File: config.mk
export PLATFORM = sky130hd
export DESIGN_NAME = instr_prefetch_queue
export DESIGN_NICKNAME = d
export VERILOG_FILES = /design/src/rtl/instr_prefetch_queue.sv
export SDC_FILE = /design/constraint.sdc
export NUM_CORES = 1
export LEC_CHECK = 0
export ABC_AREA = 1
export BUFFER_PORTS_ARGS = -buffer_cell sky130_fd_sc_hd__buf_2
export CAP_MARGIN = 5
export CORE_MARGIN = 2
export CORE_UTILIZATION = 36
export CTS_BUF_LIST = sky130_fd_sc_hd__clkbuf_2
export CTS_CLUSTER_SIZE = 8
export DETAILED_ROUTE_END_ITERATION = 16
export PLACE_DENSITY_LB_ADDON = 0.12
export SYNTH_ARGS = -nofsm -noshare
export SYNTH_HDL_FRONTEND = slang
export SYNTH_SLANG_ARGS = --single-unit
File: constraint.sdc
create_clock -name clk -period 3.8 [get_ports clk]
set_input_delay 0.19 -clock clk [delete_from_list [all_inputs] [get_ports clk]]
set_output_delay 0.19 -clock clk [all_outputs]
set_load 0.01 [all_outputs]
File: src/rtl/instr_prefetch_queue.sv
`default_nettype none
// ============================================================================
// Module   : instr_prefetch_queue
// Brief    : ROM instruction prefetcher with a PC-tagged FIFO, valid/ready
//            output and redirect flush. Optional macro PREFETCH_PERF_EN adds
//            a saturating count of words discarded by redirects.
// Revision : 1.0 - initial release
// ============================================================================
module instr_prefetch_queue #(
    parameter int                DEPTH    = 4,
    parameter int                ADDR_W   = 6,
    parameter int                DATA_W   = 16,
    parameter logic [ADDR_W-1:0] RESET_PC = '0
) (
    input  logic              clk,
    input  logic              reset,
    output logic [ADDR_W-1:0] address_to_rom,
    output logic              enable_to_rom,
    input  logic [DATA_W-1:0] data_from_rom,
    output logic [DATA_W-1:0] instr_out,
    output logic [ADDR_W-1:0] instr_pc,
    output logic              instr_valid,
    input  logic              instr_ready,
    input  logic              redirect,
    input  logic [ADDR_W-1:0] redirect_addr
`ifdef PREFETCH_PERF_EN
    ,
    output logic [7:0]        perf_flush_count
`endif
);

    localparam int PTR_W = (DEPTH > 1) ? $clog2(DEPTH) : 1;
    localparam int CNT_W = PTR_W + 1;

    logic [DATA_W-1:0] r_mem_data [DEPTH];
    logic [ADDR_W-1:0] r_mem_pc   [DEPTH];
    logic [PTR_W-1:0]  r_wr_ptr;
    logic [PTR_W-1:0]  r_rd_ptr;
    logic [CNT_W-1:0]  r_count;
    logic              r_inflight;
    logic [ADDR_W-1:0] r_fetch_pc;
    logic [ADDR_W-1:0] r_tag_pc;

    logic [CNT_W-1:0]  w_occ;
    logic              w_issue;
    logic              w_push;
    logic              w_pop;

    // Occupancy counts the in-flight read so the FIFO can never overflow.
    assign w_occ   = r_count + {{(CNT_W-1){1'b0}}, r_inflight};
    assign w_issue = !reset && !redirect && (w_occ < CNT_W'(DEPTH));
    assign w_push  = r_inflight;
    assign w_pop   = instr_valid && instr_ready;

    assign enable_to_rom  = w_issue;
    assign address_to_rom = r_fetch_pc;
    assign instr_valid    = (r_count != '0);
    assign instr_out      = r_mem_data[r_rd_ptr];
    assign instr_pc       = r_mem_pc[r_rd_ptr];

    always_ff @(posedge clk) begin
        if (reset) begin
            r_fetch_pc <= RESET_PC;
            r_tag_pc   <= '0;
            r_inflight <= 1'b0;
            r_count    <= '0;
            r_wr_ptr   <= '0;
            r_rd_ptr   <= '0;
            for (int i = 0; i < DEPTH; i++) begin
                r_mem_data[i] <= '0;
                r_mem_pc[i]   <= '0;
            end
        end else if (redirect) begin
            // Dropping inflight discards the response that lands next cycle.
            r_fetch_pc <= redirect_addr;
            r_inflight <= 1'b0;
            r_count    <= '0;
            r_wr_ptr   <= '0;
            r_rd_ptr   <= '0;
        end else begin
            r_inflight <= w_issue;
            if (w_issue) begin
                r_fetch_pc <= r_fetch_pc + 1'b1;
                r_tag_pc   <= r_fetch_pc;
            end
            if (w_push) begin
                r_mem_data[r_wr_ptr] <= data_from_rom;
                r_mem_pc[r_wr_ptr]   <= r_tag_pc;
                r_wr_ptr             <= r_wr_ptr + 1'b1;
            end
            if (w_pop) begin
                r_rd_ptr <= r_rd_ptr + 1'b1;
            end
            case ({w_push, w_pop})
                2'b10:   r_count <= r_count + 1'b1;
                2'b01:   r_count <= r_count - 1'b1;
                default: r_count <= r_count;
            endcase
        end
    end

`ifdef PREFETCH_PERF_EN
    localparam int SUM_W = (CNT_W > 8) ? CNT_W + 1 : 9;

    logic [7:0]       r_perf;
    logic [SUM_W-1:0] w_perf_sum;

    assign w_perf_sum       = SUM_W'(r_perf) + SUM_W'(w_occ);
    assign perf_flush_count = r_perf;

    always_ff @(posedge clk) begin
        if (reset) begin
            r_perf <= 8'h00;
        end else if (redirect) begin
            r_perf <= (w_perf_sum > SUM_W'(255)) ? 8'hFF : w_perf_sum[7:0];
        end
    end
`endif

endmodule
`default_nettype wire

After elaboration in Yosys (flattened, before gate mapping) --
Memory sizes are Yosys's and may differ from the RTL's. A register that Yosys moved wholly into a read port is not among the register bits. Index checks and enable logic that the tools add are counted. Widths: inputs -> output; s select.
Storage, ports and cells: register bits 20, memory bits (writable) 88, output and inout port bits 30, memories 2
Cells by class: $add $sub $neg 6, magnitude comparators 1, equal/unequal tests 2, mux-type cells 19, bitwise logic cells 1, reduce and logical (&&, ||, !) cells 12
Memories:
- r_mem_data | words 4, bits a word 16, read ports 1, clocked after memory_dff 1, wr ports 4, line 35 | logic [DATA_W-1:0] r_mem_data [DEPTH];
- r_mem_pc | words 4, bits a word 6, read ports 1, clocked after memory_dff 1, wr ports 4, line 36 | logic [ADDR_W-1:0] r_mem_pc [DEPTH];
Operators with widths (count):
- $mux 6 | 3
- $mux 16 | 1
- $reduce_or 16->1 | 1
- $mux 2 | 6
- $mux 1 | 8
- $add 6x1->6 const B | 1
- $pmux 3 s2 | 1
- $reduce_or 6->1 | 1
- $add 2x1->2 const B | 2
- $reduce_bool 2->1 | 2
- $add 3x1->3 | 1
- $add 3x1->3 const B | 1
- $logic_and 1x1->1 | 3
- $lt 3x3->1 const B | 1
- $reduce_bool 3->1 | 1
- $sub 3x1->3 const B | 1
- $eq 2x1->1 const B | 1
- $eq 2x2->1 const B | 1
- $logic_not 1->1 | 2
- $reduce_and 2->1 | 1
- $reduce_or 2->1 | 1
- $not 1->1 | 1

Depth between registers and ports, before layout --
depth after elaboration 6, depth in mapped cells 11, mapped depth without buffers 10

Worst setup path after synthesis --
OpenSTA, ideal clock, no wires.
path kind flip-flop to flip-flop, start point reg r_wr_ptr[0], end point mem r_mem_data[1][0], enable pin, library setup time 0.432 ns, arrival 2.297 ns, data required time 3.368 ns, setup slack 1.071 ns, stages on the path, launching flop included 5, clock period less this slack 2.729 ns, path through dfxtp_1 > inv_1 > nor2_1 > inv_1 > o21ai_0
RTL lines:
- from (decl) | line 37 | logic [PTR_W-1:0] r_wr_ptr;
- from (signal assigned) | line 89 | r_wr_ptr <= r_wr_ptr + 1'b1;
- to (decl) | line 35

==> impl_metrics.tcl <==
set metrics [dict create \
    die_width_um 120.1 \
    r2r_setup_slack_ns 1.23 \
    die_area_um2 14430 \
    drt_first_iter_violations 237 \
    clock_sinks 110 \
    viasPerCell 4.940 \
    synthToLayoutAreaGrowth_pct 16.04 \
    slew_headroom_pct 16.92 \
    antenna_found_initial 0 \
    power_mw 2.210 \
    crit_path_end_kind "output pin" \
    status "completed" \
    synthTopCellsByArea "edfxtp_1 54%, dfxtp_1 9.1%, nor2_1 8.5%" \
    synth_area_um2 4853 \
    cts.clk_slew.worst_paths_ns 0.27 \
    synth_ff_type "edfxtp_1" \
    worst_pin_slew_ns 1.243 \
    p_int_mw 1.701 \
    hold_ws_ns 0.4630 \
    clock_power_share_pct 30.2 \
    ir_drop_mv 0.1504 \
    cts_tree "done" \
    combPwrFrac_pct 8.1 \
    cts_buffer_depth 2 \
    worst-setup-path-type "register to output pin" \
    slew_violations 0 \
    syn_inst 482 \
    start_kind "register" \
    power_frac_seq_pct 61.7 \
    rows 42 \
    synth.distinct_cells 27 \
    m1WireLength_um 4982 \
    hold_class "input port to register" \
    vias 3606 \
    layout_worst_path_cycle_share_pct 67.75 \
    nets 578 \
    postCtsSetupBuffers 0 \
    worstPathArrival_ns 2.38 \
    min_from "redirect_addr[5]" \
    synth_top_area_cell "edfxtp_1" \
    grt_pass1_vias 3500 \
    drive_gt1_share_pct 16.43 \
    clock_latency_ns 0.58 \
    cts_buffers 9 \
    tns_ns 0 \
    synth_warnings 0 \
    htreeDepth 3 \
    cts-root-buf "clkbuf_2" \
    synth_seq_cells 110 \
    cts-hold-fix-buffers 25 \
    reg2reg_to "r_mem_pc[0][1]$_SDFFCE_PN0P_" \
    drt_pass1_iterations 6 \
    diodes 0 \
    skew_ns 0.02963 \
    crit_required_ns 3.61 \
    synth-async-reset-ratio_pct 0 \
    cts_resized 0 \
    fin_util_pct 42.70 \
    hpwl_um 6480 \
    avgSynthCellArea_um2 10.07 \
    highest-signal-layer "met4" \
    reg2regPathDepth 6 \
    p_leak_nw 2.245 \
    dr_wl_met2_um 5081 \
    grt_pass1_wl_um 17460 \
    synth_top_area_share_pct 54.45 \
    initial_core_util_pct 36.80 \
    ys_seq_area_share_pct 63.52 \
    timing.rr.start "r_inflight$_SDFF_PP0_" \
    final-setup-viol-count 0 \
    powerDensity_nw_per_um2 392.4 \
    synth_nets 511 \
    met3_length_um 482 \
    routabilityCongestion 0.7611 \
    detail_route.wl_per_cell_um 14.88 \
    synthTopCellsByCount "110 x nor2_1, 88 x edfxtp_1, 57 x o21ai_0" \
    switching_share_pct 23.05 \
    switchingPower_mw 0.5093 \
    routed_wl_um 10860 \
    ant_nets 0 \
    worst-path-max-fanout 28 \
    grt_max_degree 47 \
    yosysMostFrequentCell "nor2_1" \
    die_h_um 120.1 \
    drv_cap 0 \
    drc 0 \
    port_buffers 55 \
    synth_edf_count 88 \
    finalHoldViolCount 0 \
    period_minus_slack_ns 2.575 \
    overflow 0 \
    core_area_um2 13190 \
    hold_depth 6 \
    boundaryPins 56 \
    max_freq_mhz 388.4 \
    hold_end "address_to_rom[5]$_SDFFE_PP0P_" \
    rsz0062_at_grt "no" \
    grt.total_usage_pct 15.71 \
]
==> layer usage <==
| layer | vias to the layer above | global-route usage, % |
|---|---|---|
| met2 | 99 | 25.21 |
| met1 | 1701 | 20.78 |
| met5 | - | 0 |
| met3 | 26 | 2.471 |
| li1 | 1780 | - |
| met4 | 0 | 7.574 |
==> cell usage in the layout (no fill, tap or decap), types with 2 or more instances in the layout <==
cell,n
a21oi_1,20
buf_2,55
buf_4,4
bufinv_16,3
clkbuf_2,12
dfxtp_1,22
dlygate4sd3_1,25
edfxtp_1,88
ha_1,2
inv_1,39
inv_2,2
nand2_1,34
nand2_4,2
nand3_1,15
nand4_1,3
nor2_1,110
nor2_2,6
nor2_8,2
nor3_1,24
o21ai_0,56
o22ai_1,22
==> worst max-delay path by stage <==
stage / slack [ns] / end / from / cells after the start
global route: 0.98 / instr_out[13] / register / 5
global placement: 1.21 / r_mem_data[0][7]$_SDFFCE_PN0P_ / reset / 8
floorplan: 1.07 / r_mem_data[1][0]$_SDFFCE_PN0P_ / r_wr_ptr[0]$_SDFFE_PP0P_ / 4
detailed placement: 1.18 / r_mem_data[0][7]$_SDFFCE_PN0P_ / redirect / 8
finish: 1.23 / instr_out[10] / register / 5
CTS: 1.11 / instr_pc[5] / register / 5
==> layout make-up <==
| class | instances | area (um2) |
|---|---|---|
| well taps | 176 | 220.2 |
| repair buffers | 84 | 555.5 |
| multi-input cells | 302 | 1458 |
| clock inverters | 4 | 95.09 |
| inverters | 42 | 160.2 |
| clock buffers | 12 | 60.06 |
| fillers | 1353 | 7559 |
| flip-flops and latches | 110 | 3083 |
==> power by group through the flow <==
stage          Clock [mW]  Combinational, mW  Sequential [mW]
3_5_place_dp            0              0.162             1.39
5_1_grt             0.723              0.201             1.37
3_3_place_gp            0              0.160             1.39
4_1_cts             0.685              0.182             1.36
2_1_floorplan           0              0.102             1.39
6_report            0.666              0.180             1.36
==> cell families after synthesis <==
kind of cell | synth area share, %
AOI/OAI and AO/OA | 10.93
DFF | 63.52
adders and majority gates | 0.9280
and+or+nand+nor | 18.10
buffers and inverters | 6.522
==> through the flow <==
step / std cells / cell area [um2] / worst slack, ns
after floorplan: 482 / 4853 / 1.071
after global placement: 689 / 5226 / 1.207
after detailed placement: 689 / 5226 / 1.181
after CTS: 730 / 5632 / 1.114
after global routing: 730 / 5632 / 0.9813
final: 730 / 5632 / 1.225
==> flip-flops by register name (all words and copies together), names as in the netlist, named ones only <==
| register | flops |
|---|---|
| r_mem_pc | 24 |
| address_to_rom | 6 |
| r_tag_pc | 6 |
| r_rd_ptr | 2 |
| r_wr_ptr | 2 |
| r_inflight | 1 |
| r_count | 3 |
| r_mem_data | 64 |
==> critical path, stage by stage, from the launching register on <==
cell and delay (ns):
dfxtp_1 0.38, inv_1 0.66, buf_4 0.34, o21ai_0 0.10
o22ai_1 0.18, buf_2 0.16
No activity file was read; power rests on OpenSTA's default activity.
